==> src/rtl/octree_octant_core.sv <==
// Octree leaf-path generator: descends MAX_DEPTH levels per point from a root box and
// streams one packed 3-bit-per-level octant path per point, then raises finish.
module octree_octant_core #(
  parameter int unsigned MAX_DEPTH  = 14,
  parameter int unsigned MAX_POINTS = 7,
  parameter int unsigned SIZE       = 16 * MAX_POINTS
) (
  input  logic                   i_clk_0,
  input  logic                   i_rst_0,
  input  logic                   i_en_0,
  input  logic [63:0]            i_far_top_right_0,
  input  logic [63:0]            i_near_bottom_left_0,
  input  logic [63:0]            i_mid_point_0,
  input  logic [31:0]            i_point_cloud_size_0,
  input  logic [SIZE-1:0]        i_points_x_0,
  input  logic [SIZE-1:0]        i_points_y_0,
  input  logic [SIZE-1:0]        i_points_z_0,
  output logic                   o_finish_0,
  output logic                   o_code_valid_0,
  output logic [7:0]             o_point_idx_0,
  output logic [3*MAX_DEPTH-1:0] o_path_0
);

  localparam int unsigned PathW = 3 * MAX_DEPTH;

  typedef enum logic [2:0] {StIdle, StLoad, StDescend, StEmit, StDone} state_e;

  state_e            state_q, state_d;
  logic [3:0]        level_q, level_d;
  logic [7:0]        k_q, k_d;
  logic [7:0]        n_q, n_d;
  logic [PathW-1:0]  path_q, path_d;
  logic [PathW-1:0]  out_path_q, out_path_d;
  logic [7:0]        out_idx_q, out_idx_d;
  logic [SIZE-1:0]   px_q, px_d, py_q, py_d, pz_q, pz_d;
  logic signed [15:0] lo_q [3];
  logic signed [15:0] lo_d [3];
  logic signed [15:0] hi_q [3];
  logic signed [15:0] hi_d [3];
  logic signed [15:0] root_lo_q [3];
  logic signed [15:0] root_lo_d [3];
  logic signed [15:0] root_hi_q [3];
  logic signed [15:0] root_hi_d [3];
  logic signed [15:0] mid_q [3];
  logic signed [15:0] mid_d [3];

  // Pad fields of the packed coordinate words carry no information.
  logic unused_pad;
  assign unused_pad = ^{i_far_top_right_0[15:0], i_near_bottom_left_0[15:0],
                        i_mid_point_0[15:0]};

  always_comb begin
    logic signed [15:0] p [3];
    logic signed [16:0] sum;
    logic signed [15:0] c;
    logic [2:0]         code;

    state_d    = state_q;
    level_d    = level_q;
    k_d        = k_q;
    n_d        = n_q;
    path_d     = path_q;
    out_path_d = out_path_q;
    out_idx_d  = out_idx_q;
    px_d       = px_q;
    py_d       = py_q;
    pz_d       = pz_q;
    lo_d       = lo_q;
    hi_d       = hi_q;
    root_lo_d  = root_lo_q;
    root_hi_d  = root_hi_q;
    mid_d      = mid_q;
    code       = 3'b000;
    sum        = '0;
    c          = '0;
    p[0]       = px_q[16*k_q +: 16];
    p[1]       = py_q[16*k_q +: 16];
    p[2]       = pz_q[16*k_q +: 16];

    unique case (state_q)
      StIdle: begin
        if (i_en_0) state_d = StLoad;
      end
      StLoad: begin
        for (int a = 0; a < 3; a++) begin
          root_lo_d[a] = i_near_bottom_left_0[63-16*a -: 16];
          root_hi_d[a] = i_far_top_right_0[63-16*a -: 16];
          mid_d[a]     = i_mid_point_0[63-16*a -: 16];
          lo_d[a]      = i_near_bottom_left_0[63-16*a -: 16];
          hi_d[a]      = i_far_top_right_0[63-16*a -: 16];
        end
        px_d    = i_points_x_0;
        py_d    = i_points_y_0;
        pz_d    = i_points_z_0;
        n_d     = (i_point_cloud_size_0 > 32'(MAX_POINTS)) ? 8'(MAX_POINTS)
                                                            : i_point_cloud_size_0[7:0];
        k_d     = 8'd0;
        level_d = 4'd0;
        path_d  = '0;
        state_d = (n_d == 8'd0) ? StDone : StDescend;
      end
      StDescend: begin
        for (int a = 0; a < 3; a++) begin
          // Floor of the midpoint: 17-bit sum, arithmetic shift right by one.
          sum = {lo_q[a][15], lo_q[a]} + {hi_q[a][15], hi_q[a]};
          c   = (level_q == 4'd0) ? mid_q[a] : sum[16:1];
          code[2-a] = (p[a] >= c);
          if (code[2-a]) lo_d[a] = c;
          else           hi_d[a] = c;
        end
        path_d  = PathW'({path_q, code});
        level_d = level_q + 4'd1;
        if (level_q == 4'(MAX_DEPTH - 1)) begin
          out_path_d = path_d;
          out_idx_d  = k_q;
          state_d    = StEmit;
        end
      end
      StEmit: begin
        k_d = k_q + 8'd1;
        if (k_d < n_q) begin
          lo_d    = root_lo_q;
          hi_d    = root_hi_q;
          level_d = 4'd0;
          path_d  = '0;
          state_d = StDescend;
        end else begin
          state_d = StDone;
        end
      end
      StDone: begin
        if (!i_en_0) begin
          out_path_d = '0;
          out_idx_d  = 8'd0;
          state_d    = StIdle;
        end
      end
      default: state_d = StIdle;
    endcase
  end

  always_ff @(posedge i_clk_0) begin
    if (i_rst_0) begin
      state_q    <= StIdle;
      level_q    <= 4'd0;
      k_q        <= 8'd0;
      n_q        <= 8'd0;
      path_q     <= '0;
      out_path_q <= '0;
      out_idx_q  <= 8'd0;
      px_q       <= '0;
      py_q       <= '0;
      pz_q       <= '0;
      lo_q       <= '{default: '0};
      hi_q       <= '{default: '0};
      root_lo_q  <= '{default: '0};
      root_hi_q  <= '{default: '0};
      mid_q      <= '{default: '0};
    end else begin
      state_q    <= state_d;
      level_q    <= level_d;
      k_q        <= k_d;
      n_q        <= n_d;
      path_q     <= path_d;
      out_path_q <= out_path_d;
      out_idx_q  <= out_idx_d;
      px_q       <= px_d;
      py_q       <= py_d;
      pz_q       <= pz_d;
      lo_q       <= lo_d;
      hi_q       <= hi_d;
      root_lo_q  <= root_lo_d;
      root_hi_q  <= root_hi_d;
      mid_q      <= mid_d;
    end
  end

  assign o_code_valid_0 = (state_q == StEmit);
  assign o_finish_0     = (state_q == StDone);
  assign o_point_idx_0  = out_idx_q;
  assign o_path_0       = out_path_q;

endmodule

==> config.mk <==
export PLATFORM = sky130hd
export DESIGN_NAME = octree_octant_core
export DESIGN_NICKNAME = d
export VERILOG_FILES = /design/src/rtl/octree_octant_core.sv
export SDC_FILE = /design/constraint.sdc
export NUM_CORES = 2
export LEC_CHECK = 0
export ABC_CLOCK_PERIOD_IN_PS = 4400
export BUFFER_PORTS_ARGS = -buffer_cell sky130_fd_sc_hd__clkbuf_2
export CAP_MARGIN = 20
export CORE_UTILIZATION = 50
export DETAILED_ROUTE_END_ITERATION = 7
export PLACE_DENSITY = 0.76
export SETUP_SLACK_MARGIN = 0.05
export SLEW_MARGIN = 30
export SYNTH_ARGS = -nofsm -noshare
export SYNTH_HDL_FRONTEND = slang
export SYNTH_SLANG_ARGS = --single-unit
export TNS_END_PERCENT = 20
==> constraint.sdc <==
create_clock -name i_clk_0 -period 4.4 [get_ports i_clk_0]
set_input_delay 0.44 -clock i_clk_0 [delete_from_list [all_inputs] [get_ports i_clk_0]]
set_output_delay 0.44 -clock i_clk_0 [all_outputs]
set_load 0.01 [all_outputs]
== Word-level counts from Yosys, hierarchy flattened ==
Index checks and enable logic that the tools add are counted.

* Register bits after elaboration: 688
* Input port bits: 563
* Output and inout bits: 52
* Logic and storage cells: 99

* Add/subtract/negate cells: 5
* Order comparisons: 5
* Eq/ne operators: 15
* Shift operators: 3
* Mux-type cells: 31
* Reduce and logical (&&, ||, !) cells: 15

{| class="wikitable"
|+ Operators by type and width
! operator !! count
|-
| indexed part select 112 x 13 -> 16 bit || 3
|-
| case mux 48 bit (3 select lines) || 2
|-
| 2-to-1 mux 16 bit || 9
|-
| case mux 39 bit (3 select lines) || 1
|-
| 2-to-1 mux 48 bit || 2
|-
| 2-to-1 mux 42 bit || 2
|-
| case mux 42 bit (2 select lines) || 1
|-
| adder 16 x 16 -> 17 bit || 3
|-
| greater-or-equal comparator 16 bit || 3
|-
| 2-to-1 mux 39 bit || 1
|-
| > comparator 32 x 3 -> 1 bit, second input constant || 1
|-
| case mux 8 bit (2 select lines) || 2
|-
| 2-to-1 mux 8 bit || 3
|-
| AND reduction 3 bit || 8
|-
| inequality test 2 bit, second input constant || 9
|-
| 2-to-1 mux 3 bit || 5
|-
| case mux 3 bit (5 select lines) || 1
|-
| case mux 4 bit (3 select lines) || 1
|-
| adder 8 x 1 -> 8 bit, second input constant || 1
|-
| zero test 8 bit || 1
|-
| less-than comparator 8 bit || 1
|-
| == test 3 x 2 -> 1 bit, second input constant || 2
|-
| adder 4 x 1 -> 4 bit, second input constant || 1
|-
| == test 4 bit, second input constant || 1
|-
| 9 further kinds || 10
|}

== Logic depth before layout (Yosys ltp) ==
* Depth after elaboration: 5
* Gate-level depth with buffers: 20
* Depth with buffers taken out: 18

== Worst setup path after synthesis ==
OpenSTA, ideal clock, no wires.

* Kind: flip-flop to flip-flop
* Start: register lo_q[18] (netlist name)
* End: register lo_q[24] (netlist name)
* Setup time: 0.129 ns
* Data arrival time: 3.919 ns
* Data required time: 4.271 ns
* Setup slack: 0.352 ns
* Cell stages (with the launch flop): 20
* Path buffers: 1
* Period minus slack after synthesis: 4.048 ns
* Cells stage by stage: dfxtp_1 -> ha_1 -> nand4_1 -> a21o_1 -> a2111oi_1 -> nor2_1 -> a21oi_1 -> xnor2_1 -> nor2_1 -> a21oi_1 -> ha_1 -> a21oi_1 -> nand2_1 -> a21oi_1 -> or4b_1 -> mux2_4 -> o21a_1 -> buf_2 -> o21ai_0 -> a31oi_1

* Longest elaborated chain between the ends: 5
* Elaborated cells between the ends (all ways): 7
* Classes of those cells: add/sub: 1; order compare: 1; eq/ne: 1; mux: 3; reduce/logical: 1

{| class="wikitable"
|+ Ends and longest elaborated chain
! what !! line !! RTL
|-
| start: declaration || 36 || <nowiki>logic signed [15:0] lo_q [3];</nowiki>
|-
| start signal: assignment || 170 || <nowiki>lo_q <= lo_d;</nowiki>
|-
| adder 16 x 16 -> 17 bit * || 105 || <nowiki>sum = {lo_q[a][15], lo_q[a]} + {hi_q[a][15], hi_q[a]};</nowiki>
|-
| 2-to-1 mux 16 bit * || 106 || <nowiki>c = (level_q == 4'd0) ? mid_q[a] : sum[16:1];</nowiki>
|-
| greater-or-equal comparator 16 bit || 107 || <nowiki>code[2-a] = (p[a] >= c);</nowiki>
|-
| inequality test 2 bit (no source line) || - ||
|-
| AND reduction 3 bit (no source line) || - ||
|}

Mark *: on every way between the ends. The rest lies on a longest branch, timed or not. The select of a mux whose other input is x is not followed.
A chain may end at the register's enable or synchronous reset.

== Final worst setup path ==
* Start: register lo_q[37] (netlist name)
* End: register hi_q[36] (netlist name)

* Longest elaborated chain between the ends: 5
* Elaborated cells between the ends (all ways): 7
* Classes of those cells: add/sub: 1; order compare: 1; eq/ne: 1; mux: 3; reduce/logical: 1

{| class="wikitable"
|+ Ends and longest elaborated chain
! what !! line !! RTL
|-
| adder 16 x 16 -> 17 bit * || 105 ||
|-
| 2-to-1 mux 16 bit * || 106 ||
|-
| greater-or-equal comparator 16 bit || 107 ||
|-
| inequality test 2 bit (no source line) || - ||
|-
| AND reduction 3 bit (no source line) || - ||
|-
| end signal: assignment || 171 || <nowiki>hi_q <= hi_d;</nowiki>
|-
| end: declaration || 38 || <nowiki>logic signed [15:0] hi_q [3];</nowiki>
|}

Marked as above.

==> run summary <==
Post-synthesis cell type count -> 76
Switching power -> 0.00457 W
Num CTS Buffers -> 76
Crit path from -> lo_q[37]
Grt total ovfl -> 0
Routed wire length -> 104000 µm
Mean Syn Cell Area -> 8.05 µm²
Wire per inst -> 19.7 µm
Hold path endpoint -> py_q[85]
Routed Antenna Nets -> 0
WP buf/inv -> 1
R2R setup slack -> 120 ps
Routability cong. -> 0.902
Synth warn -> 0
Critical Path RT -> 4920 ps
VDD IR max -> 365 µV
Clock root buffer master -> clkbuf_16
Commonest non-fill, non-tap cell in the layout -> nand2_1
Worst path max stage delay -> 420 ps
Worst Hold Class -> primary input to flip-flop
Clk network pwr share -> 40.5%
FF-to-FF path depth -> 16
Setup violators final -> 0
Syn Std Cell Area -> 0.0315 mm²
Ratio of cells with drive above 1 in the final layout -> 21.3%
Final std cells w/o fill -> 5288
Die W -> 253 µm
Most used DFF post-synth -> dfxtp_1
Detailed Route Iter0 Violations -> 3544
Final Cycle Share -> 97.3%
Worst-Margin Slew -> 1020 ps
TritonCTS clock tree -> done
Critical path fanouts, max -> 8
Critical path class -> flip-flop to flip-flop
Die height -> 253 µm
Post-DP Area -> 0.0353 mm²
Worst hold path depth -> 3
Crit path max-delay family -> compound AO/OA/AOI/OAI gates
Initial core utilization -> 50.8%
Critical Path Stages -> 16
LEAKAGE -> 14.9 nW
Max-cap violations -> 0
Area grow syn2layout -> 22.3%
PnR worst setup slack -> 118 ps
Async S/R FF share, synth -> 0%
Drt first pass iters -> 8
I/O Buffers -> 566
Vias per inst -> 5.81
Design Area, Final -> 0.0385 mm²
Commonest cells after routing, fill and taps aside -> nand2_1, dfxtp_1, a21oi_1
Placed Instances -> 5103
Gr usage total -> 30.8%
Largest net degree at the start of global routing -> 223
Dpl hpwl -> 71700 µm
Core footprint -> 0.0619 mm²
H-tree levels -> 3
Synthesized Nets -> 4584
Fin. max-slew vios -> 0
Number of synthesized flops with an enable pin -> 0
I/O pins -> 615
Reg-to-Reg Start -> lo_q[37]
Clock sink total -> 688
Fillers -> 5454
FF+latch count, synth -> 688
Die area -> 0.0640 mm²
Comb power frac -> 17.3%
PwrDens -> 420 mW/mm²
Post-layout nets -> 5036
Int Pwr -> 0.0116 W
Hold_sp -> i_points_y_0[85]
CP max-delay cell -> a211oi_2
Setup WS pre-CTS -> -85.9 ps
Worst relative slew slack -> 32.1%
First-pass GRT wire length -> 155000 µm
Drc violations -> 0
Chain of cells forming the critical path -> ha_2 > a21oi_1 > nand3_1 > o211a_1 > o2111ai_4 > mux2i_1 > or3_1 > ha_1 > nand4_1 > a211oi_2 > nor4b_4 > mux2_4 > a21oi_4 > clkbuf_16 > nor2_1 > a211oi_1
Share of power burned in registers -> 42.2%
Clk pin slew, worst setup/hold paths -> 60 ps
RR Endpoint -> hi_q[36]
Cell Rows -> 91
Skew-Pair Late Insertion Delay -> 620 ps
CTS Hold Buffers Added -> 0
Clk_skew -> 26.9 ps
Achievable Freq -> 234 MHz
Gate count of the mapped netlist -> 3914
Initial antenna violation count -> 26
Unrepaired setup endpoints after global routing -> true
Final setup TNS -> 0 ps
Hold_ws -> 30.1 ps
Seq/Total Area, Yosys -> 43.7%
Minimum clock period -> 4280 ps
Final Hold Viols -> 0
Startpoint types -> flip-flop
Vias -> 30700
Vias in the first global route -> 27700
Status -> completed
Worst EP arrival -> 4810 ps
Switching Share -> 28.3%
Critical path capture point type -> flip-flop
Clk buf depth -> 3
cell usage after synthesis (7+ instances only):
cell | count | share of area (%)
nand3_1 | 24 | 0.38
o211ai_1 | 19 | 0.45
ha_1 | 104 | 4.1
a21o_1 | 24 | 0.57
xor2_1 | 9 | 0.25
nand4_1 | 16 | 0.32
nor2b_1 | 12 | 0.24
xnor2_1 | 20 | 0.56
or3_1 | 7 | 0.14
a211oi_1 | 85 | 2.0
nor2_1 | 304 | 3.6
buf_2 | 26 | 0.41
a22oi_1 | 112 | 2.7
nand2b_1 | 12 | 0.24
o21ai_0 | 92 | 1.5
dfxtp_1 | 688 | 44
and2_1 | 14 | 0.28
a211oi_2 | 8 | 0.32
o21a_1 | 13 | 0.31
inv_1 | 23 | 0.27
nor4_1 | 9 | 0.18
a221oi_1 | 73 | 2.0
mux2i_1 | 78 | 2.5
clkbuf_1 | 258 | 3.1
buf_1 | 25 | 0.30
o21ai_1 | 9 | 0.14
nand2_1 | 1037 | 12
nor3_1 | 24 | 0.38
mux4_2 | 48 | 3.4
a31oi_1 | 21 | 0.42
a21oi_1 | 620 | 9.9
power groups by stage:
stage,combinational [W],clock (W),sequential (W)
2_1_floorplan,0.00166,0,0.00687
3_3_place_gp,0.00249,0,0.00692
3_5_place_dp,0.00253,0,0.00694
4_1_cts,0.00256,0.00661,0.00681
5_1_grt,0.00304,0.00687,0.00685
6_report,0.00280,0.00654,0.00682
per-layer routing:
| layer | share of wire [%] | vias to the layer above | GRT usage, % |
|---|---|---|---|
| li1 | - | 14600 | - |
| met1 | 43 | 14500 | 43.2 |
| met2 | 46 | 1317 | 47.3 |
| met3 | 7.4 | 240 | 4.51 |
| met4 | 3.7 | 8 | 12.6 |
| met5 | 0.055 | - | 0 |
cell type report:
cell class                 instances  area, µm²  share of cell area, %
multi-input combinational       2889      16800                   43.6
tap                              837       1050                   2.72
inverter                          23       86.3                  0.224
clock inverter                    27        347                  0.900
antenna                           25       62.6                  0.162
sequential                       688      13800                   35.8
clock buffer                     111       2200                   5.72
timing repair buffer             688       4200                   10.9
sequential cells by signal, summed over array words and instances, names as in the netlist:
| register | cells |
|---|---|
| pz_q | 112 |
| o_point_idx_0 | 8 |
| o_path_0 | 42 |
| n_q | 8 |
| px_q | 112 |
| mid_q | 48 |
| state_q | 3 |
| k_q | 8 |
| root_lo_q | 48 |
| root_hi_q | 48 |
| lo_q | 48 |
| py_q | 112 |
| level_q | 4 |
| path_q | 39 |
| hi_q | 48 |
repair_timing:
action	in CTS	in global routing
pin swaps	0	33
endpoints found under the setup margin	65	99
cloned	0	7
setup buffers	0	14
resized for setup	5	78
metrics by stage:
step / utilization (%) / total power [W]
finish: 62.2 / 0.0162
global route: 62.2 / 0.0168
CTS: 61.1 / 0.0160
detailed placement: 57.0 / 0.00946
global placement: 57.0 / 0.00941
floorplan: - / 0.00853
cells by family after synthesis:
group,after synthesis,share of synthesized area [%]
AOI/OAI and AO/OA,1134,21.9
xor gates and xnor gates,29,0.807
adders and majority gates,107,4.32
buffers and inverters,337,4.22
DFF,688,43.7
muxes,130,6.07
and+or+nand+nor,1489,18.9
worst reg2reg max path, cell delays in order (launching register included):
cell and delay [ps]:
dfxtp_1 350, ha_2 320, a21oi_1 200, nand3_1 100, o211a_1 300, o2111ai_4 270
mux2i_1 130, or3_1 330, ha_1 330, nand4_1 250, a211oi_2 420, nor4b_4 100
mux2_4 350, a21oi_4 280, clkbuf_16 230, nor2_1 40, a211oi_1 200
worst max path at each step:
| stage | slack, ps | to |
|---|---|---|
| 6_report | 120 | hi_q[36] |
| 5_1_grt | -50 | hi_q[43] |
| 4_1_cts | 10 | hi_q[21] |
| 3_5_place_dp | -90 | lo_q[9] |
| 3_3_place_gp | 70 | lo_q[8] |
| 2_1_floorplan | 350 | lo_q[24] |
No activity file was read; power rests on OpenSTA's default activity.
